## config.mk

```make
export PLATFORM = sky130hd
export DESIGN_NAME = serial_adder
export DESIGN_NICKNAME = d
export VERILOG_FILES = /design/src/rtl/serial_adder.sv
export SDC_FILE = /design/constraint.sdc
export NUM_CORES = 1
export LEC_CHECK = 0
export ABC_AREA = 1
export CAP_MARGIN = 15
export CORE_UTILIZATION = 45
export CTS_CLUSTER_SIZE = 20
export DETAILED_ROUTE_END_ITERATION = 6
export HOLD_SLACK_MARGIN = 0.02
export PLACE_DENSITY = 0.73
export SYNTH_ARGS = -nofsm -noshare
export SYNTH_HDL_FRONTEND = slang
export SYNTH_HIERARCHICAL = 1
export SYNTH_SLANG_ARGS = --single-unit
```

## constraint.sdc

```tcl
create_clock -name clk -period 3.3 [get_ports clk]
set_input_delay 0.99 -clock clk [delete_from_list [all_inputs] [get_ports clk]]
set_output_delay 0.99 -clock clk [all_outputs]
set_load 0.03 [all_outputs]
```

## src/rtl/serial_adder.sv

```systemverilog
// Bit-serial ripple adder: one bit per clock through a single FA cell with a
// registered carry, wrapped in an IDLE/RUN/DONE start/busy/done handshake.

module FA (
    input  logic X,
    input  logic Y,
    input  logic Z,
    output logic C,
    output logic S
);
    assign S = X ^ Y ^ Z;
    assign C = (X & Y) | (X & Z) | (Y & Z);
endmodule

module serial_adder #(
    parameter int WIDTH = 8
) (
    input  logic             clk,
    input  logic             rst_n,
    input  logic             start,
    input  logic [WIDTH-1:0] a,
    input  logic [WIDTH-1:0] b,
    input  logic             cin,
    output logic             busy,
    output logic             done,
    output logic [WIDTH-1:0] sum,
    output logic             cout
);
    localparam int CW = $clog2(WIDTH + 1);
    localparam logic [CW-1:0] LAST_CNT = CW'(WIDTH - 1);

    typedef enum logic [1:0] {
        ST_IDLE = 2'd0,
        ST_RUN  = 2'd1,
        ST_DONE = 2'd2
    } state_t;

    state_t           state_q;
    logic [WIDTH-1:0] opa_q;
    logic [WIDTH-1:0] opb_q;
    logic [WIDTH-1:0] part_q;
    logic [WIDTH-1:0] sum_q;
    logic [CW-1:0]    cnt_q;
    logic             carry_q;
    logic             cout_q;
    logic             busy_q;
    logic             done_q;

    logic             fa_c_s;
    logic             fa_s_s;
    logic [WIDTH-1:0] part_d;
    logic             load_s;
    logic             last_s;

    FA u_fa (
        .X (opa_q[0]),
        .Y (opb_q[0]),
        .Z (carry_q),
        .C (fa_c_s),
        .S (fa_s_s)
    );

    // The newest sum bit enters at the MSB so after WIDTH shifts bit 0 is the LSB.
    generate
        if (WIDTH == 1) begin : g_part_w1
            assign part_d = fa_s_s;
        end else begin : g_part_wn
            assign part_d = {fa_s_s, part_q[WIDTH-1:1]};
        end
    endgenerate

    // Start is honoured in IDLE and in DONE (back-to-back), never during RUN.
    always_comb begin
        load_s = 1'b0;
        last_s = 1'b0;
        if (state_q != ST_RUN) begin
            load_s = start;
        end else begin
            load_s = 1'b0;
        end
        if (cnt_q == LAST_CNT) begin
            last_s = 1'b1;
        end else begin
            last_s = 1'b0;
        end
    end

    // Control FSM and serial datapath; reset abandons any addition in flight.
    always_ff @(posedge clk) begin
        if (!rst_n) begin
            state_q <= ST_IDLE;
            opa_q   <= '0;
            opb_q   <= '0;
            part_q  <= '0;
            sum_q   <= '0;
            cnt_q   <= '0;
            carry_q <= 1'b0;
            cout_q  <= 1'b0;
            busy_q  <= 1'b0;
            done_q  <= 1'b0;
        end else if (load_s) begin
            state_q <= ST_RUN;
            opa_q   <= a;
            opb_q   <= b;
            carry_q <= cin;
            cnt_q   <= '0;
            busy_q  <= 1'b1;
            done_q  <= 1'b0;
        end else begin
            case (state_q)
                ST_IDLE: begin
                    state_q <= ST_IDLE;
                    busy_q  <= 1'b0;
                    done_q  <= 1'b0;
                end
                ST_RUN: begin
                    opa_q   <= opa_q >> 1;
                    opb_q   <= opb_q >> 1;
                    part_q  <= part_d;
                    carry_q <= fa_c_s;
                    cnt_q   <= cnt_q + CW'(1);
                    if (last_s) begin
                        sum_q   <= part_d;
                        cout_q  <= fa_c_s;
                        state_q <= ST_DONE;
                        busy_q  <= 1'b0;
                        done_q  <= 1'b1;
                    end else begin
                        state_q <= ST_RUN;
                        busy_q  <= 1'b1;
                        done_q  <= 1'b0;
                    end
                end
                ST_DONE: begin
                    state_q <= ST_IDLE;
                    busy_q  <= 1'b0;
                    done_q  <= 1'b0;
                end
                default: begin
                    state_q <= ST_IDLE;
                    busy_q  <= 1'b0;
                    done_q  <= 1'b0;
                end
            endcase
        end
    end

    assign busy = busy_q;
    assign done = done_q;
    assign sum  = sum_q;
    assign cout = cout_q;

endmodule

```

==> reports/summary.txt <==
GRT
---------------------------------------------------------------------------------
Vias in the first global route                                              1,316
First-pass GRT wire length                                                5450 um
Maximum number of pins on one net before global-route repair                   44
Global-route total usage across every layer                                 17.2%
Number of antenna violations at the first check in global routing               0
GRT overflow                                                                    0

LOGIC SYNTHESIS
---------------------------------------------------------------------------------
Simple-gate share of the synthesized area                                   38.8%
Seq/Total Area, Yosys                                                       44.8%
Cell area after technology mapping                                   0.00174 sq mm
Largest family of logic cells by synthesized area                    simple AND/OR/NAND/NOR gates
Share of the synthesized area in the top cell type                          44.8%
XOR/XNOR Fraction of Synth Area                                            0.502%
Top cells by area in the synthesized netlist                         sky130_fd_sc_hd__dfxtp_1, sky130_fd_sc_hd__nand3_1, sky130_fd_sc_hd__nand2_1, sky130_fd_sc_hd__nor2_1, sky130_fd_sc_hd__inv_1
Number of warnings reported in the yosys synthesis log                          6
Synthesized flop and latch total                                               39
Adder and majority gate portion of the synthesized area                     1.87%
Count of unique library cells instantiated by Yosys                            21
Multiplexer share of the synthesized area                                      0%
Cell type with the largest total area after synthesis                sky130_fd_sc_hd__dfxtp_1
Syn_area_per_cell                                                      7.55 sq um
Number of instances in the synthesized netlist                                231
Post-Synthesis Net Count                                                      253
Compound-cell area share of the yosys netlist                               3.16%

STA
---------------------------------------------------------------------------------
FMAX                                                                      405 MHz
Max Slew Vio Count                                                              0
Transition time at the pin with the least slew margin                    0.429 ns
Worst slew margin                                                           71.4%
Post-Route Skew                                                        0.00391 ns
Post-route clock period utilization                                         74.8%
Setup violators final                                                           0
Final setup TNS                                                              0 ns
Setup repair after global routing missed its margin                         false
Minimum clock period after layout                                         2.47 ns
Hold violation count in the final report                                        0
Worst Hold Margin                                                        0.457 ns

CLOCKING
---------------------------------------------------------------------------------
Sink Count                                                                     39
Clock root cell                                                      sky130_fd_sc_hd__clkbuf_8
Number of buffers added to fix hold violations after cts                        0
Total number of H-tree levels                                                   2
Resize count post-CTS                                                           0
Cts bufs inserted                                                               5
Worst skew pair latency                                                   0.30 ns
Clock slew seen by the registers of the worst setup and hold paths        0.08 ns
CTS tree                                                                      yes
Largest buffer count on any clock path                                          2
Buffers inserted by post-CTS timing repair                                      0

SETUP PATH
---------------------------------------------------------------------------------
Crit path DAT                                                             1.48 ns
Kind of critical path                                                register to output port
Sort of element at the start of the critical path                        register
Cells along the critical path                                        clkdlybuf4s50_1
Critical Path End Type                                                output port
Slowest-stage cell, CP                                               sky130_fd_sc_hd__clkdlybuf4s50_1
Number of buffer and inverter instances along the worst setup path              1
Largest incremental delay on the critical path                            0.72 ns
Max Fanout on Critical Path                                                     3
Worst path top cell family by delay                                  buffers and inverters
Worst endpoint required time                                              2.31 ns

FLOORPLAN
---------------------------------------------------------------------------------
Die H                                                                     64.3 um
Site Rows                                                                      22
Die outline area                                                     0.00413 sq mm
Core area                                                            0.00369 sq mm
Horiz. Die Dim                                                            64.3 um
# IOs                                                                          31
Effective utilization at floorplan                                          47.3%

PWR
---------------------------------------------------------------------------------
Power share of the sequential group                                         49.1%
Design internal power                                                      784 uW
Overall power of the completed layout                                     1.03 mW
Total power density per cell area                                     484 mW/mm^2
Clock share of power                                                        40.4%
Switching power of the nets                                                244 uW
Leak pwr                                                                  1.01 nW
Switching Share                                                             23.7%
Logic pwr share                                                             10.5%
Worst supply voltage drop on vdd                                       0.000222 V

DRT
---------------------------------------------------------------------------------
Via total after detailed routing                                            1,478
Number of vias per cell                                                      4.83
Final ANT Viol Nets                                                             0
Total wirelength of the detailed-routed design                            3240 um
Routed length per placed instance                                         10.6 um
Number of DRC markers after the initial detailed-route iteration              125
Post-route DRC violation count                                                  0
DRT Pass-1 Iters                                                                4

RUN STATUS
---------------------------------------------------------------------------------
Outcome                                                              finished clean

PLACE
---------------------------------------------------------------------------------
Final weighted congestion in routability-driven placement                   0.725
Half-perimeter wire length after detailed placement                       2130 um
Port Buffer Count                                                              30

CELLS AND AREA
---------------------------------------------------------------------------------
Most common cell after layout, fill and taps aside                   sky130_fd_sc_hd__nand2_1
Fraction of layout cells with a size suffix above 1                         7.36%
Antenna fix cells                                                               0
Synthesis-to-finish area growth                                             21.9%
Top library cells by usage in the layout, fill and taps aside        sky130_fd_sc_hd__nand2_1, sky130_fd_sc_hd__nand3_1, sky130_fd_sc_hd__dfxtp_1, sky130_fd_sc_hd__clkdlybuf4s50_1, sky130_fd_sc_hd__nor2_1
Fill cells                                                                    366
Final layout net count                                                        279

JOB
---------------------------------------------------------------------------------
Number of maximum-capacitance constraint violations                             0

MIN PATH
---------------------------------------------------------------------------------
Path type of the worst min-delay path                                register to register

## Yosys cell counts (all sizes together)
cell type,number
nand2,61
nand3,59
dfxtp,39
nor2,24
inv,21
buf,10
o21ai,7
a21oi,4
clkbuf,3
fa,1
ha,1
xor2,1
## through the flow
step	setup WS, ns	instances	instance area, sq um	utilization [%]
CTS	0.818	306	2130	57.6
floorplan	1.66	231	1740	-
finish	0.833	306	2130	57.6
global placement	0.895	298	2010	54.4
detailed placement	0.906	298	2010	54.4
global route	0.780	306	2130	57.6
## registers in the layout, summed over array words and instances, names as in the netlist
name	flops
cnt_q	4
cout	1
opa_q	8
done	1
opb_q	8
busy	1
part_q	7
sum	8
carry_q	1
## final timing paths
check / from / to / slack (ns) / cells after the start
hold reg to reg: part_q[1]$_SDFFE_PN0P_ / sum[0]$_SDFFE_PN0P_ / 0.46 / 2
setup / recovery: done$_SDFF_PP0_ / done / 0.83 / 1
hold / removal: part_q[1]$_SDFFE_PN0P_ / sum[0]$_SDFFE_PN0P_ / 0.46 / 2
setup reg to reg: busy$_SDFF_PN0_ / sum[5]$_SDFFE_PN0P_ / 1.98 / 5
## metal layers
metal	up-vias	GRT usage, %	wire [um]
li1	784	-	-
met1	646	18.7	1440
met2	45	30.4	1600
met3	3	3.75	164
met4	0	10.0	34
met5	-	0	0
## cell type report
type / instances / area (sq um) / area share (%)
Clock buffer: 6 / 82.6 / 3.88
Clock inverter: 2 / 35.0 / 1.65
Inverter: 21 / 78.8 / 3.71
Multi-Input combinational cell: 158 / 773 / 36.4
Sequential cell: 39 / 781 / 36.7
Tap cell: 48 / 60.1 / 2.83
Timing Repair Buffer: 32 / 315 / 14.8
## power by group through the flow
stage | clock [mW] | sequential [mW] | combinational [mW]
final | 0.415 | 0.505 | 0.108
after detailed placement | 0 | 0.515 | 0.108
after floorplan | 0 | 0.514 | 0.0814
after CTS | 0.424 | 0.504 | 0.109
after global placement | 0 | 0.515 | 0.107
after global routing | 0.447 | 0.507 | 0.121
## cells by family (layout without fill, tap and decap cells)
family / count (synthesis) / after routing
AOI/OAI and AO/OA: 11 / 11
buffers and inverters: 34 / 61
and+or+nand+nor: 144 / 144
adders and majority gates: 2 / 2
xor gates and xnor gates: 1 / 1
DFF: 39 / 39
(Power assumes the default switching activity.)
